$ cat src/rtl/l2_request_arbiter.sv
// Arbitrates NUM_REQ requesters onto the single L2 request port and demuxes read responses by ID.
// Define L2_REQUEST_ARBITER_FIXED_PRIORITY_EN for fixed lowest-index-wins priority instead of round-robin.
module l2_request_arbiter #(
   parameter int NUM_REQ  = 2,
   parameter int SUB_ID_W = 1,
   parameter int ID_W     = $clog2(NUM_REQ) + SUB_ID_W
) (
   input  logic                             clk,
   input  logic                             rst,
   input  logic [NUM_REQ-1:0]               req_valid,
   input  logic [NUM_REQ-1:0][29:0]         req_addr,
   input  logic [NUM_REQ-1:0]               req_rnw,
   input  logic [NUM_REQ-1:0][3:0]          req_be,
   input  logic [NUM_REQ-1:0]               req_is_amo,
   input  logic [NUM_REQ-1:0][4:0]          req_amo_type_or_burst_size,
   input  logic [NUM_REQ-1:0][SUB_ID_W-1:0] req_sub_id,
   input  logic [NUM_REQ-1:0][31:0]         req_wr_data,
   input  logic [NUM_REQ-1:0]               req_wr_data_valid,
   output logic [NUM_REQ-1:0]               req_pop,
   output logic [NUM_REQ-1:0]               req_wr_data_read,
   output logic [31:0]                      req_rd_data,
   output logic [NUM_REQ-1:0]               req_rd_data_valid,
   output logic [SUB_ID_W-1:0]              req_rd_sub_id,
   output logic                             l2_request_valid,
   output logic [29:0]                      l2_addr,
   output logic                             l2_rnw,
   output logic [3:0]                       l2_be,
   output logic                             l2_is_amo,
   output logic [4:0]                       l2_amo_type_or_burst_size,
   output logic [31:0]                      l2_wr_data,
   output logic                             l2_wr_data_valid,
   output logic [ID_W-1:0]                  l2_id,
   input  logic                             l2_request_pop,
   input  logic                             l2_wr_data_read,
   input  logic [31:0]                      l2_rd_data,
   input  logic [ID_W-1:0]                  l2_rd_id,
   input  logic                             l2_rd_data_valid
);
   localparam int          IDX_W = $clog2(NUM_REQ);
   localparam int unsigned NR    = NUM_REQ;

   typedef enum logic {IDLE, GRANT} state_t;

   state_t           state, state_next;
   logic [IDX_W-1:0] grant_idx;
   logic [IDX_W-1:0] winner;
   logic             winner_found;
   logic [5:0]       beats_left, beats_next, beats_load;
   logic             popped, popped_next;

`ifdef L2_REQUEST_ARBITER_FIXED_PRIORITY_EN
   always_comb begin
      winner       = '0;
      winner_found = 1'b0;
      for (int unsigned i = 0; i < NR; i++) begin
         if (!winner_found && req_valid[i]) begin
            winner       = IDX_W'(i);
            winner_found = 1'b1;
         end
      end
   end
`else
   logic [IDX_W-1:0] last_grant;
   logic [IDX_W-1:0] cand;

   // Search begins one past the previous winner so every requester gets a turn.
   always_comb begin
      winner       = '0;
      winner_found = 1'b0;
      cand         = '0;
      for (int unsigned k = 1; k <= NR; k++) begin
         cand = IDX_W'((32'(last_grant) + k) % NR);
         if (!winner_found && req_valid[cand]) begin
            winner       = cand;
            winner_found = 1'b1;
         end
      end
   end

   always_ff @(posedge clk or posedge rst) begin
      if (rst)
         last_grant <= IDX_W'(NUM_REQ - 1);
      else if (state == IDLE && winner_found)
         last_grant <= winner;
   end
`endif

   always_comb begin
      if (req_is_amo[winner])
         beats_load = 6'd1;
      else if (req_rnw[winner])
         beats_load = '0;
      else
         beats_load = {1'b0, req_amo_type_or_burst_size[winner]} + 6'd1;
   end

   always_comb begin
      state_next  = state;
      beats_next  = beats_left;
      popped_next = popped;
      case (state)
         IDLE: begin
            popped_next = 1'b0;
            if (winner_found) begin
               beats_next = beats_load;
               state_next = GRANT;
            end
         end
         GRANT: begin
            popped_next = popped | l2_request_pop;
            if (l2_wr_data_read && beats_left != '0)
               beats_next = beats_left - 6'd1;
            if (popped_next && beats_next == '0)
               state_next = IDLE;
         end
         default: state_next = IDLE;
      endcase
   end

   always_ff @(posedge clk or posedge rst) begin
      if (rst) begin
         state      <= IDLE;
         grant_idx  <= '0;
         beats_left <= '0;
         popped     <= 1'b0;
      end else begin
         state      <= state_next;
         beats_left <= beats_next;
         popped     <= popped_next;
         if (state == IDLE && winner_found)
            grant_idx <= winner;
      end
   end

   always_comb begin
      req_pop                   = '0;
      req_wr_data_read          = '0;
      l2_request_valid          = 1'b0;
      l2_addr                   = '0;
      l2_rnw                    = 1'b0;
      l2_be                     = '0;
      l2_is_amo                 = 1'b0;
      l2_amo_type_or_burst_size = '0;
      l2_wr_data                = '0;
      l2_wr_data_valid          = 1'b0;
      l2_id                     = '0;
      if (state == GRANT) begin
         req_pop[grant_idx]          = l2_request_pop;
         req_wr_data_read[grant_idx] = l2_wr_data_read;
         l2_request_valid            = req_valid[grant_idx];
         l2_addr                     = req_addr[grant_idx];
         l2_rnw                      = req_rnw[grant_idx];
         l2_be                       = req_be[grant_idx];
         l2_is_amo                   = req_is_amo[grant_idx];
         l2_amo_type_or_burst_size   = req_amo_type_or_burst_size[grant_idx];
         l2_wr_data                  = req_wr_data[grant_idx];
         l2_wr_data_valid            = req_wr_data_valid[grant_idx];
         l2_id                       = ID_W'({grant_idx, req_sub_id[grant_idx]});
      end
   end

   // Indices beyond NUM_REQ-1 match no requester, so no valid is raised for them.
   always_comb begin
      req_rd_data_valid = '0;
      for (int unsigned i = 0; i < NR; i++) begin
         if (l2_rd_data_valid && 32'(l2_rd_id[ID_W-1:SUB_ID_W]) == i)
            req_rd_data_valid[i] = 1'b1;
      end
   end

   assign req_rd_data   = l2_rd_data;
   assign req_rd_sub_id = l2_rd_id[SUB_ID_W-1:0];

   ap_no_idle_handshake: assert property (@(posedge clk) disable iff (rst)
      (state == IDLE) |-> !(l2_request_pop || l2_wr_data_read));

   ap_valid_held_until_pop: assert property (@(posedge clk) disable iff (rst)
      (state == GRANT && !popped) |-> req_valid[grant_idx]);

endmodule

$ cat config.mk
export PLATFORM = sky130hd
export DESIGN_NAME = l2_request_arbiter
export DESIGN_NICKNAME = d
export VERILOG_FILES = /design/src/rtl/l2_request_arbiter.sv
export SDC_FILE = /design/constraint.sdc
export NUM_CORES = 1
export LEC_CHECK = 0
export CORE_AREA = 2 2 119 121
export DETAILED_ROUTE_END_ITERATION = 10
export DIE_AREA = 0 0 121 123
export GPL_TIMING_DRIVEN = 0
export SYNTH_ARGS = -nofsm -noshare
export SYNTH_HDL_FRONTEND = slang
export SYNTH_SLANG_ARGS = --single-unit
export TNS_END_PERCENT = 20
$ cat constraint.sdc
create_clock -name clk -period 2.98 [get_ports clk]
set_input_delay 0.596 -clock clk [delete_from_list [all_inputs] [get_ports clk]]
set_output_delay 0.596 -clock clk [all_outputs]
set_load 0.01 [all_outputs]
==> flow_summary_export.csv, run 1 <==
group,metric,value,unit
sta,timing.final.ws_setup,0.183,ns
setup_path,rr_worst_depth,8,
placed_design,dpl_worst_slack,-0.0925,ns
sta,fin_crit_sh,93.9,%
global_route,grt_pass1_wl,18.0,mm
power,pwr-share-comb,82.9,%
logic_synthesis,yosysMostFrequentCell,"mux2i_1",
routing,drt-total-wl,12.3,mm
setup_path,r2r-start,"last_grant",
placed_design,gp_congestion,0.912,
floorplanning,rows,43,
global_route,grt_max_degree,11,
job,cap_violations,0,
sta,hold_viol_final,0,
routing,via_count,3251,
clock_network,clk_latency,0.25,ns
sta,max_clock_freq,0.358,GHz
layout,area_growth,121,%
clock_network,cts_htree_levels,1,
sta,finalClockSkew,0.00669,ns
routing,post_drt_via_cell_ratio,4.24,
min_path,whs_endpoint,"popped",
layout,drive_above_1_share,10.6,%
power,p_per_area,601,nW/um^2
placed_design,portBuffers,272,
power,seq_power_share,8.8,%
routing,drtIter0Drc,116,
logic_synthesis,ys_ff_latch,10,
routing,wire_per_inst,16.1,um
logic_synthesis,synth_area,2510,sq um
logic_synthesis,syn_inst,312,
power,total_leakage_power,2.31,nW
sta,worst_slew_pin_slew,0.786,ns
setup_path,endpoint_kind,"output port",
power,swShare,40.4,%
run_status,outcome,"finished, final reports clean",
global_route,gr-total-overflow,0,
layout,seqCellArea,251,sq um
clock_network,post-cts-setup-buffer-count,0,
sta,fin_setup_tns,0,ns
floorplanning,die_w,121,um
min_path,whs_path_depth,1,
setup_path,crit_fanout,10,
power,switchingPower,1.35,mW
layout,fin_nets,781,
clock_network,clockRootBuffer,"clkbuf_16",
logic_synthesis,yosysTopAreaCellShare,32.3,%
logic_synthesis,synth_nets,506,
clock_network,clk_pin_slew_worst_paths,0.04,ns
setup_path,r2r-end,"beats_left[4]",
clock_network,cts_made_buffers,3,
power,p_int,1.99,mW
layout,multi_input_area,1890,sq um
sta,hold_slack,0.484,ns
logic_synthesis,ys_warn_count,0,
placed_design,post_dp_cell_area,5460,sq um
power,p_clk_share,8.3,%
setup_path,cp_data_arrival_time,2.20,ns
power,ir_drop,0.201,mV
floorplanning,dieArea,14900,sq um
min_path,hold_class,"reg2reg",
placed_design,dp_hpwl,10.8,mm
logic_synthesis,yosys-top-cells-count,"mux2i_1 (81), nor2b_1 (78), buf_4 (33)",
routing,antenna_left,0,
floorplanning,core,13600,sq um
clock_network,clock-sinks,10,
clock_network,clk_path_buf_depth,2,
placed_design,place_inst,764,
setup_path,start_kind,"flop",
global_route,grt_usage,15.5,%
logic_synthesis,synth_flop_cell,"dfrtp_1",
logic_synthesis,synth.area.top_cells,"mux2i_1 (32%), nor2b_1 (19%), buf_4 (9.9%), dfrtp_1 (9.0%), clkbuf_1 (1.8%)",
floorplanning,io_pins,307,
floorplanning,initial_core_util,18.5,%
logic_synthesis,avgSynthCellArea,8.06,sq um
floorplanning,die_y,123,um
min_path,hp-start,"popped",
sta,finalSetupViolations,0,
clock_network,cts_tree,"yes",
logic_synthesis,synth.distinct_cells,49,
setup_path,critPathMaxStageDelay,0.56,ns
global_route,grt_pass1_vias,3398,
global_route,antenna_found_initial,1,
layout,instances_no_fill,767,
sta,rsz0062_at_grt,"no",
setup_path,crit_chain,"clkbuf_2 > clkbuf_1 > nor2b_1 > clkdlybuf4s50_1",
routing,route.detailed.drc,0,
logic_synthesis,seq_area_frac_synth,10.0,%
sta,slew_viol_final,0,
setup_path,reg2reg_setup_slack,0.72,ns
sta,relSlewSlack,47.2,%
logic_synthesis,synth-edff-count,0,
setup_path,critPathKind,"reg2out",
logic_synthesis,synthArstFlopShare,100,%
layout,fin_area,5550,sq um
logic_synthesis,synth_top_area_cell,"mux2i_1",
layout,fillers,1373,
routing,first_pass_iters,4,
setup_path,slowest_stage,"clkdlybuf4s50_1",
setup_path,required,2.38,ns
sta,finalCriticalPeriod,2.80,ns
-- critical path: cells and delay by family (launching register included) --
family	cells	cell delay (ns)
DFF	1	0.54
buffers and inverters	3	1.21
and+or+nand+nor	1	0.20
-- worst max-delay path by stage --
stage | to | start | cells past startpoint
after floorplan | beats_left[4] | req_valid[1] | 8
after global placement | l2_is_amo | state | 5
after detailed placement | l2_is_amo | state | 5
after CTS | l2_is_amo | state | 4
after global routing | l2_request_valid | state | 4
final | l2_wr_data[8] | state | 4
-- flip-flops by register name, indices dropped and copies added (netlist names) --
register / flops
grant_idx: 1
state: 1
beats_left: 6
popped: 1
last_grant: 1
-- metrics by stage --
stage | total power, mW | util [%]
final | 3.34 | 40.8
after global routing | 3.58 | 40.8
after CTS | 3.39 | 40.8
after detailed placement | 3.10 | 40.1
after global placement | 3.08 | 40.1
after floorplan | 1.73 | -
-- power by group through the flow --
stage                     clock (mW)  combinational (mW)  sequential [mW]
after global placement             0                2.82            0.263
after global routing           0.289                2.98            0.315
after CTS                      0.279                2.81            0.298
after detailed placement           0                2.84            0.265
final                          0.276                2.77            0.294
after floorplan                    0                1.48            0.245
-- cell families after synthesis --
logic type / after synthesis / share of synthesized area (%)
AO/OA/AOI/OAI: 28 / 9.01
buffers and inverters: 61 / 14.7
flip-flops: 10 / 10.0
XOR/XNOR: 5 / 1.74
adder cells (fa/ha/maj): 3 / 1.49
multiplexers: 83 / 33.2
AND/OR/NAND/NOR: 122 / 29.9
-- final cells by class --
type	instances	area share, %
Multi-Input combinational cell	241	34.1
Buffer	53	6.24
Inverter	6	0.406
Tap cell	180	4.06
Clock buffer	4	1.60
Timing Repair Buffer	272	49.0
Sequential cell	10	4.53
Antenna cell	1	0.0451
-- placed cells by master, fill, tap and decap left out, types with 4 or more instances in the layout --
cell,count
nor2_1,6
dfrtp_1,9
and3_1,4
nand3_1,8
clkbuf_1,6
xor2_1,4
buf_2,9
nand2_1,4
clkbuf_2,4
clkdlybuf4s50_1,272
inv_1,6
a221o_1,4
nor2b_1,78
buf_4,33
nor3_1,5
mux2i_1,81
-- metal layers --
metal,vias to the layer above,GRT usage (%),share of wire (%)
met3,12,3.74,9.7
li1,1603,-,-
met4,0,3.27,1.5
met5,-,0,0
met2,182,30.3,51
met1,1454,16.9,38
-- what timing repair did --
item                                    4_1_cts  5_1_grt
resized for setup                             4        2
endpoints found under the setup margin       77        1
pin swaps                                     0        0
hold buffers                                  0        0
gates cloned                                  0        0
Note: power is estimated with default switching activity, not from simulation.
==> run 2, diff against run 1 <==
- HOLD_SLACK_MARGIN: not set -> 0.1
==> results of run 2 <==
Final layout, timing and power as in run 1 (identical DEF).
